[config.mk]
export PLATFORM = sky130hd
export DESIGN_NAME = sub32_serial_flat
export DESIGN_NICKNAME = d
export VERILOG_FILES = /design/src/rtl/sub32_serial_pkg.sv /design/src/rtl/sub32_serial_if.sv /design/src/rtl/sub32_serial_slice.sv /design/src/rtl/sub32_serial.sv /design/src/flat_wrapper.sv
export SDC_FILE = /design/constraint.sdc
export NUM_CORES = 1
export LEC_CHECK = 0
export CAP_MARGIN = 20
export CORE_MARGIN = 1.5
export CORE_UTILIZATION = 56
export CTS_CLUSTER_SIZE = 24
export DETAILED_ROUTE_END_ITERATION = 7
export GPL_ROUTABILITY_DRIVEN = 0
export GPL_TIMING_DRIVEN = 1
export PLACE_DENSITY = 0.85
export SLEW_MARGIN = 0
export SYNTH_ARGS = -nofsm -noshare
export SYNTH_HDL_FRONTEND = slang
export SYNTH_SLANG_ARGS = --single-unit
[constraint.sdc]
create_clock -name clk -period 7.6 [get_ports clk]
set_input_delay 1.52 -clock clk [delete_from_list [all_inputs] [get_ports clk]]
set_output_delay 1.52 -clock clk [all_outputs]
set_load 0.005 [all_outputs]
[src/rtl/sub32_serial_pkg.sv]
// Shared types and sizing helpers for the sliced serial subtractor.
package sub32_pkg;

  localparam int unsigned WIDTH_D = 32;
  localparam int unsigned SLICE_D = 8;

  typedef enum logic [1:0] {
    IDLE = 2'd0,
    RUN  = 2'd1,
    DONE = 2'd2
  } state_e;

  function automatic int unsigned nslice(input int unsigned w, input int unsigned s);
    return w / s;
  endfunction

  // Index register needs at least one bit even for a single-slice build.
  function automatic int unsigned idx_w(input int unsigned w, input int unsigned s);
    return (nslice(w, s) > 1) ? $clog2(nslice(w, s)) : 1;
  endfunction

endpackage

[src/rtl/sub32_serial_if.sv]
// Operand/result valid-ready bundle for sub32_serial.
interface sub32_serial_if
  import sub32_pkg::*;
#(
  parameter int unsigned WIDTH = WIDTH_D
);
  logic             in_valid;
  logic             in_ready;
  logic [WIDTH-1:0] a;
  logic [WIDTH-1:0] b;
  logic             out_valid;
  logic             out_ready;
  logic [WIDTH-1:0] diff;
  logic             bout;
  logic             ovf;

  modport master (
    output in_valid, a, b, out_ready,
    input  in_ready, out_valid, diff, bout, ovf
  );

  modport slave (
    input  in_valid, a, b, out_ready,
    output in_ready, out_valid, diff, bout, ovf
  );
endinterface

[src/rtl/sub32_serial_slice.sv]
// Combinational SLICE-bit subtract with borrow-in/borrow-out.
module sub_slice #(
  parameter int unsigned SLICE = 8
) (
  input  logic [SLICE-1:0] a_i,
  input  logic [SLICE-1:0] b_i,
  input  logic             bin_i,
  output logic [SLICE-1:0] d_c,
  output logic             bout_c
);
  logic [SLICE:0] res;

  // Zero-extended difference; the top bit becomes the borrow.
  always_comb begin
    res = {1'b0, a_i} - {1'b0, b_i} - (SLICE+1)'(bin_i);
  end

  assign d_c    = res[SLICE-1:0];
  assign bout_c = res[SLICE];
endmodule

[src/rtl/sub32_serial.sv]
// Multi-cycle subtractor, one slice per clock from the LSB, behind valid/ready.
// Define SUB32_SERIAL_SAT_EN to clamp diff to 0 when the final borrow is set.
module sub32_serial
  import sub32_pkg::*;
#(
  parameter int unsigned WIDTH = WIDTH_D,
  parameter int unsigned SLICE = SLICE_D
) (
  input logic           clk,
  input logic           rst_n,
  sub32_serial_if.slave bus
);
  localparam int unsigned NSLICE = nslice(WIDTH, SLICE);
  localparam int unsigned IDX_W  = idx_w(WIDTH, SLICE);

  state_e             state_q, state_d;
  logic [WIDTH-1:0]   a_q, a_d;
  logic [WIDTH-1:0]   b_q, b_d;
  logic [WIDTH-1:0]   work_q, work_d;
  logic [IDX_W-1:0]   idx_q, idx_d;
  logic               borrow_q, borrow_d;
  logic [WIDTH-1:0]   diff_q, diff_d;
  logic               bout_q, bout_d;
  logic               ovf_q, ovf_d;

  logic [SLICE-1:0]   sa, sb, sd;
  logic               sbo;
  logic [WIDTH-1:0]   work_nxt;

  sub_slice #(.SLICE(SLICE)) u_slice (
    .a_i    (sa),
    .b_i    (sb),
    .bin_i  (borrow_q),
    .d_c    (sd),
    .bout_c (sbo)
  );

  always_ff @(posedge clk) begin
    if (!rst_n) begin
      state_q  <= IDLE;
      a_q      <= '0;
      b_q      <= '0;
      work_q   <= '0;
      idx_q    <= '0;
      borrow_q <= 1'b0;
      diff_q   <= '0;
      bout_q   <= 1'b0;
      ovf_q    <= 1'b0;
    end else begin
      state_q  <= state_d;
      a_q      <= a_d;
      b_q      <= b_d;
      work_q   <= work_d;
      idx_q    <= idx_d;
      borrow_q <= borrow_d;
      diff_q   <= diff_d;
      bout_q   <= bout_d;
      ovf_q    <= ovf_d;
    end
  end

  always_comb begin
    state_d  = state_q;
    a_d      = a_q;
    b_d      = b_q;
    work_d   = work_q;
    idx_d    = idx_q;
    borrow_d = borrow_q;
    diff_d   = diff_q;
    bout_d   = bout_q;
    ovf_d    = ovf_q;
    sa       = '0;
    sb       = '0;
    work_nxt = work_q;

    // Select the active slice and splice its result into the working value.
    for (int unsigned i = 0; i < NSLICE; i++) begin
      if (idx_q == IDX_W'(i)) begin
        sa = a_q[i*SLICE +: SLICE];
        sb = b_q[i*SLICE +: SLICE];
        work_nxt[i*SLICE +: SLICE] = sd;
      end
    end

    case (state_q)
      IDLE: begin
        if (bus.in_valid) begin
          a_d      = bus.a;
          b_d      = bus.b;
          borrow_d = 1'b0;
          idx_d    = '0;
          state_d  = RUN;
        end
      end
      RUN: begin
        work_d   = work_nxt;
        borrow_d = sbo;
        idx_d    = idx_q + IDX_W'(1);
        if (idx_q == IDX_W'(NSLICE-1)) begin
`ifdef SUB32_SERIAL_SAT_EN
          diff_d = sbo ? '0 : work_nxt;
`else
          diff_d = work_nxt;
`endif
          bout_d  = sbo;
          ovf_d   = (a_q[WIDTH-1] != b_q[WIDTH-1]) && (work_nxt[WIDTH-1] != a_q[WIDTH-1]);
          state_d = DONE;
        end
      end
      DONE: begin
        if (bus.out_ready) state_d = IDLE;
      end
      default: state_d = IDLE;
    endcase
  end

  assign bus.in_ready  = (state_q == IDLE);
  assign bus.out_valid = (state_q == DONE);
  assign bus.diff      = diff_q;
  assign bus.bout      = bout_q;
  assign bus.ovf       = ovf_q;
endmodule

[src/flat_wrapper.sv]
// flat-port wrapper written by rule: the top's interface ports become plain ports
module sub32_serial_flat import sub32_pkg::*;
#(
  parameter int unsigned WIDTH = WIDTH_D,
  parameter int unsigned SLICE = SLICE_D
)
  (clk, rst_n, bus_in_valid, bus_a, bus_b, bus_out_ready, bus_in_ready, bus_out_valid, bus_diff, bus_bout, bus_ovf);
  sub32_serial_if #(.WIDTH(WIDTH)) bus_i ();
  input logic clk;
  input logic rst_n;
  input wire logic [$bits(bus_i.in_valid)-1:0] bus_in_valid;
  input wire logic [$bits(bus_i.a)-1:0] bus_a;
  input wire logic [$bits(bus_i.b)-1:0] bus_b;
  input wire logic [$bits(bus_i.out_ready)-1:0] bus_out_ready;
  output wire logic [$bits(bus_i.in_ready)-1:0] bus_in_ready;
  output wire logic [$bits(bus_i.out_valid)-1:0] bus_out_valid;
  output wire logic [$bits(bus_i.diff)-1:0] bus_diff;
  output wire logic [$bits(bus_i.bout)-1:0] bus_bout;
  output wire logic [$bits(bus_i.ovf)-1:0] bus_ovf;
  assign bus_i.in_valid = bus_in_valid;
  assign bus_i.a = bus_a;
  assign bus_i.b = bus_b;
  assign bus_i.out_ready = bus_out_ready;
  assign bus_in_ready = bus_i.in_ready;
  assign bus_out_valid = bus_i.out_valid;
  assign bus_diff = bus_i.diff;
  assign bus_bout = bus_i.bout;
  assign bus_ovf = bus_i.ovf;
  sub32_serial #(.WIDTH(WIDTH), .SLICE(SLICE)) u_core (.clk(clk), .rst_n(rst_n), .bus(bus_i));
endmodule
==> summary.txt, run 1 <==
Critical path
  – CP max FO: 32
  – Max incr delay on CP: 550 ps
  – Slowest cell on the critical path: ha_1
  – CP Capture Type: register
  – WS Path Type: register to register
  – Crit path launch: u_core.idx_q[1]
  – Worst-path cell chain: inv_1 -> ha_1 -> buf_4 -> nor2_1 -> a21oi_1 -> nor2_1 -> a21oi_1 -> nor2_1 -> a21oi_1 -> fa_1 -> inv_1 -> fa_1 -> nand2b_1 -> a21oi_1 -> o21bai_1 -> a21oi_1 -> xnor2_1 -> mux2i_1 -> a211oi_1
  – R2R setup slack: roughly 3200 ps
  – Most frequent CP cell: a21oi_1
  – WP data arrival: 4850 ps
  – FF-to-FF Start: u_core.idx_q[1]
  – Reg2reg end: u_core.bus.diff[22]
  – Critical Path Start Type: register
  – Required time of the critical path: ~8000 ps
  – Cells on worst reg2reg path: 19

Timing
  – Setup TNS: 0 ps
  – Fin. max-slew vios: 0
  – WHS: 448.6 ps
  – Final worst path period need: between 4000 and 5000 ps
  – Worst setup margin: approximately 3200 ps
  – Clock skew: 7.737 ps
  – Fin crit share: 58.18%
  – Final hold violations: 0
  – Final setup viols: 0
  – Max-slew headroom at the worst pin: 30.79%
  – Actual slew at the worst max-slew pin: just over 1000 ps
  – Max Freq: 226.2 MHz
  – RSZ-0062 raised after global routing: false

Synthesis
  – Compound-Gate Fraction of Synth Area: 19.67%
  – Synth Flop Type: dfxtp_1
  – Post-synthesis sequential area ratio: 45.32%
  – Synth Area in Adders: 4.282%
  – Number of synthesized flops with an enable pin: 0
  – Post-Syn Area: 5610 sq um
  – Ranking of synthesized cells by area: dfxtp_1 (45%), nand2_1 (15%), a21oi_1 (13%)
  – Largest family of logic cells by synthesized area: simple AND/OR/NAND/NOR gates
  – Post-synthesis cell count: 747
  – Distinct cells, synth: 35
  – Syn_area_per_cell: 7.511 sq um
  – Simple-Gate Fraction of Synth Area: 21.74%
  – Post-synthesis mux area share: 2.855%
  – #FFs+latches synth: 127
  – Syn Nets: ~830
  – Post-synth ARST share: 0%
  – Post-synthesis xor/xnor area fraction: 1.093%
  – Ys Warns: 0
  – Synth top area share: 45.32%
  – Dominant cell type by area after synthesis: dfxtp_1

Layout
  – Register Area: around 2500 sq um
  – Area growth, synth to finish: 29.53%
  – Most frequent cells in the layout: nand2_1 (219), a21oi_1 (146), dfxtp_1 (127)
  – Diodes inserted: 0
  – Filler cell count in the final layout: 726
  – Layout cell share with drive strength beyond 1: 5.516%
  – Final-stage net count: 907
  – Most common cell after layout, fill and taps aside: nand2_1
  – Footprint of the multi-input gates: ~2800 sq um

Routing
  – Routed WL: 14.20 mm
  – Routed Antenna Nets: 0
  – DR WL/cell: 14.69 um
  – Post-route DRC: 0
  – DRT iter0 DRCs: 397
  – Vias: 5358
  – First-pass detailed-route iteration total: 6
  – Via/cell ratio: 5.541

Clock tree
  – CTS sink count: roughly 130
  – H-Tree Depth: 4
  – # hold bufs at CTS: 0
  – CTS Buf Count: 17
  – TritonCTS clock tree: yes
  – Clock root cell: clkbuf_8
  – Post-CTS setup buffers: 0
  – Clock transition at path regs: roughly 60 ps
  – Post-CTS Resized: 0
  – Skew-Pair Late Insertion Delay: 530 ps
  – Clock buffer depth: 2

GRT
  – Initial antenna violation count: 0
  – Largest net degree at the start of global routing: 113
  – Global route overflow: 0
  – First-pass GRT wire length: 22.95 mm
  – GRT Total Usage: 28.00%
  – Vias in the first global route: around 5k

Worst hold path
  – Worst Hold End: u_core.bus.diff[2]
  – Hold crit path type: register to register
  – Hold depth: 2
  – Hold_sp: u_core.bus.diff[2]

Placement
  – PortBufs: 103
  – Dpl ws: 3268 ps
  – Placed wire-length estimate: 9.208 mm

Floorplanning
  – Width of the die: a little over 100 um
  – Initial core utilization: 57.66%
  – Die ar.: around 11000 sq um
  – I/O pins: 104
  – Core ar.: 9729 sq um
  – Std cell rows: 36
  – Die Height: 103.1 um

Flow run
  – Max Cap Viol: 0

Power
  – PwrDens: 248.9 nW/um^2
  – Maximum VDD drop: roughly 150 uV
  – P_leak: 0.002728 uW

Outcome
  – Status: finished, final reports clean
-- worst max-delay path: cells and delay by family, from the launching register on --
| kind | cells | cell delay, ps |
|---|---|---|
| compound gates | 7 | 1350 |
| xor+xnor | 1 | 340 |
| fa+ha+maj | 3 | 1180 |
| buf+inv | 3 | 570 |
| flops | 1 | 340 |
| mux | 1 | 160 |
| simple gates | 4 | 370 |
-- metal layers --
| layer | track usage (%) | wire, um | vias to the layer above |
|---|---|---|---|
| met5 | 0 | 0 | - |
| met4 | 11.75 | 383 | 0 |
| met3 | 6.983 | 808 | 45 |
| met2 | 48.13 | 7227 | 216 |
| met1 | 33.40 | 5783 | 2470 |
| li1 | - | - | 2627 |
-- through the flow --
step	util [%]	area, sq um	total power, uW	std cells
after floorplan	-	5610	929.0	747
after global placement	68.15	6630	1014	932
after detailed placement	68.15	6630	1029	932
after CTS	74.05	7204	1801	964
after global routing	74.69	7267	1879	967
final	74.69	7267	1809	967
-- sequential cells by signal, indices dropped and copies added (netlist names) --
name / flops
u_core.borrow_q: 1
u_core.idx_q: 2
u_core.state_q: 2
u_core.bus.bout: 1
u_core.work_q: 24
u_core.bus.diff: 32
u_core.bus.ovf: 1
u_core.a_q: 32
u_core.b_q: 32
-- Yosys cell counts (2+ instances only) --
library cell,number
a211oi_1,14
a211oi_2,2
a21oi_1,146
a311oi_2,2
and2_1,4
buf_1,6
clkbuf_1,47
dfxtp_1,127
fa_1,2
ha_1,16
inv_1,15
mux2i_1,16
nand2_1,220
nand2b_1,4
nand3_1,6
nand3b_1,2
nor2_1,60
nor2b_1,3
nor3_1,2
nor3b_1,4
o211ai_1,6
o21ai_0,21
o21bai_1,3
o22ai_1,3
xnor2_1,5
xor2_1,2
-- area by class of cell --
class                           count  share of cell area [%]
Sequential cell                   127                   34.99
Clock inverter                     10                   1.532
Tap cell                          133                   2.290
Timing Repair Buffer              111                   15.56
Multi-Input combinational cell    548                   38.41
Clock buffer                       22                   6.371
Inverter                           16                  0.8437
-- worst max-delay path by stage --
stage	end	slack, ps
final	u_core.bus.diff[22]	3180
after floorplan	u_core.bus.ovf	3870
after global placement	u_core.bus.ovf	3480
after detailed placement	u_core.bus.ovf	3270
after global routing	u_core.bus.diff[22]	2870
after CTS	u_core.bus.diff[22]	3220
-- logic make-up (layout without fill, tap and decap cells) --
group	count (synthesis)	count (layout)
muxes	16	16
DFF	127	127
buffers and inverters	72	159
xor gates and xnor gates	7	7
and+or+nand+nor	307	307
adders and majority gates	18	18
AOI/OAI and AO/OA	200	200
-- where the power goes --
group          internal [uW]  switching, uW
clock                    490            291
sequential               698           19.5
combinational            122            188
No activity file was read; power rests on OpenSTA's default activity.
==> run 2: changes to the inputs <==
CORE_UTILIZATION = 52   (was 56)
PLACE_DENSITY = 0.8   (was 0.85)
clock period = 4.6 ns   (was 7.6 ns; I/O delays follow)
==> run 2 against run 1 <==
Net effect: register-to-register slack lost 2800 ps; sequential power grew 65%; highest routed layer unchanged; critical endpoint unchanged; routed wire length rose by 4.9%; clock power up 72%; hold slack improved by 3.3 ps; combinational power increased by 66%; design area increased by 0.38%; sequential share of layout area fell by 0.13 points; largest power group unchanged; fmax increased by 5.6%.
==> summary.txt, run 2 (synthesized netlist as in run 1, its figures left out) <==
Outcome
  – Status: finished, final reports clean

Timing
  – WHS: 451.9 ps (+3.330 ps)
  – Setup TNS: 0 ps (unchanged)
  – RSZ-0062 raised after global routing: false
  – Final setup viols: 0 (unchanged)
  – Final hold violations: 0 (unchanged)
  – Final worst path period need: 4187 ps (-234.6 ps)
  – Fin. max-slew vios: 0 (unchanged)
  – Actual slew at the worst max-slew pin: 1055 ps (+16.96 ps)
  – Fin crit share: 91.02% (+33 points)
  – Max Freq: 238.8 MHz (+5.6%)
  – Clock skew: 7.335 ps (-0.4017 ps)
  – Max-slew headroom at the worst pin: 29.66% (-1.1 points)

Routing
  – Routed Antenna Nets: 0 (unchanged)
  – DRT iter0 DRCs: 383 (-3.5%)
  – Vias: 5378 (+0.37%)
  – First-pass detailed-route iteration total: 5 (-1)
  – Via/cell ratio: 5.527 (-0.25%)
  – Post-route DRC: 0 (unchanged)
  – DR WL/cell: 15.32 um (+4.3%)
  – Routed WL: 14.91 mm (+4.9%)

Clock tree
  – CTS sink count: 127 (unchanged)
  – Clock root cell: clkbuf_8
  – Clock transition at path regs: 60 ps (about the same)
  – CTS Buf Count: 17 (unchanged)
  – TritonCTS clock tree: yes
  – # hold bufs at CTS: 0 (unchanged)
  – Clock buffer depth: 2 (unchanged)
  – Post-CTS setup buffers: 0 (unchanged)
  – Post-CTS Resized: 0 (unchanged)
  – Skew-Pair Late Insertion Delay: 520 ps (about the same)
  – H-Tree Depth: 4 (unchanged)

GRT
  – First-pass GRT wire length: 24.57 mm (+7.1%)
  – GR Util met1: 32.48% (-0.92 points)
  – Busiest grt layer: met2
  – Largest net degree at the start of global routing: 77 (-32%)
  – Vias in the first global route: 5245 (+6.4%)
  – Global route overflow: 0 (unchanged)
  – Met3 usage: 5.714% (-1.3 points)
  – Met2 usage: 47.80% (-0.33 points)
  – Initial antenna violation count: 0 (unchanged)
  – GRT Total Usage: 27.31% (-0.69 points)

Layout
  – Diodes inserted: 0 (unchanged)
  – Most frequent cells in the layout: nand2_1 (219), a21oi_1 (146), dfxtp_1 (127)
  – Filler cell count in the final layout: 822 (+13%)
  – Final-stage net count: 910 (+0.33%)
  – Area growth, synth to finish: 30.02%
  – Layout cell share with drive strength beyond 1: 5.974% (+0.46 points)
  – Most common cell after layout, fill and taps aside: nand2_1
  – Design area: 7295 sq um (+0.38%)

Floorplanning
  – Width of the die: 106.9 um (+3.7%)
  – Core ar.: 10420 sq um (+7.1%)
  – Die Height: 106.9 um (+3.7%)
  – Std cell rows: 37 (+2.8%)
  – Initial core utilization: 53.86% (-3.8 points)
  – I/O pins: 104 (unchanged)
  – Die ar.: 11420 sq um (+7.5%)

Placement
  – PortBufs: 103 (unchanged)
  – Placed Area: 6683 sq um (+0.79%)
  – Placed wire-length estimate: 10.13 mm (+10%)

Critical path
  – WP data arrival: 4620 ps (-230 ps)
  – Critical Path Start Type: register
  – FF-to-FF Start: u_core.idx_q[0]
  – CP max FO: 17 (-47%)
  – Crit path launch: u_core.idx_q[0]
  – Required time of the critical path: 5040 ps (-2990 ps)
  – CP Capture Type: register
  – WS Path Type: register to register

Power
  – Maximum VDD drop: 213.5 uV (+40%)
  – PwrDens: 416.6 nW/um^2 (+67%)
  – P_leak: 0.002740 uW (+0.43%)

Flow run
  – Max Cap Viol: 0 (unchanged)

Worst hold path
  – Hold_sp: u_core.bus.diff[10]
  – Hold crit path type: register to register
[run 2: worst max-delay path, stage by stage (launching register included)]
cell      delay [ps]
dfxtp_1          330
inv_1            130
ha_1             590
nand2_1          110
nor2_1           110
a21oi_1           50
nor2_1           110
a21oi_1           50
o21ai_0          280
fa_1             220
inv_1             70
fa_1             420
nand2b_1         160
a21oi_1          220
o21bai_1         110
a21oi_1          230
xnor2_1          360
mux2i_1          260
a211oi_1         280
[run 2: area by class of cell]
cell class,count,area (sq um),area share (%)
repair buffers,114,1134,15.54
multi-input cells,548,2791,38.27
well taps,136,170.2,2.333
clock inverters,13,165.2,2.264
inverters,16,60.06,0.8233
flip-flops and latches,127,2542,34.85
clock buffers,19,431.7,5.918
[run 2: routing by layer]
layer	wire, um	vias to the layer above
met4	389	0
met5	0	-
met3	923	40
li1	-	2629
met1	6042	2509
met2	7550	200
[run 2: where the power goes]
part | leakage [uW] | internal, uW | total, uW | switching [uW]
clock | 0.000280 | 840 | 1340 | 499
sequential | 0.00103 | 1150 | 1180 | 32.4
combinational | 0.00143 | 200 | 515 | 314
[run 2: per-stage QoR]
stage	instances	util (%)	setup slack [ps]	total power, uW
after floorplan	747	-	870.4	1535
after detailed placement	940	64.16	559.9	1704
after global routing	973	70.03	77.44	3153
final	973	70.03	413.1	3039
after CTS	972	69.89	459.5	3035
after global placement	940	64.16	738.9	1683
[run 2: worst paths after layout]
check,endpoint,slack (ps),depth (start not counted)
max reg2reg,u_core.bus.diff[22],410,18
min,u_core.bus.diff[10],450,2
max,u_core.bus.diff[22],410,18
min reg2reg,u_core.bus.diff[10],450,2
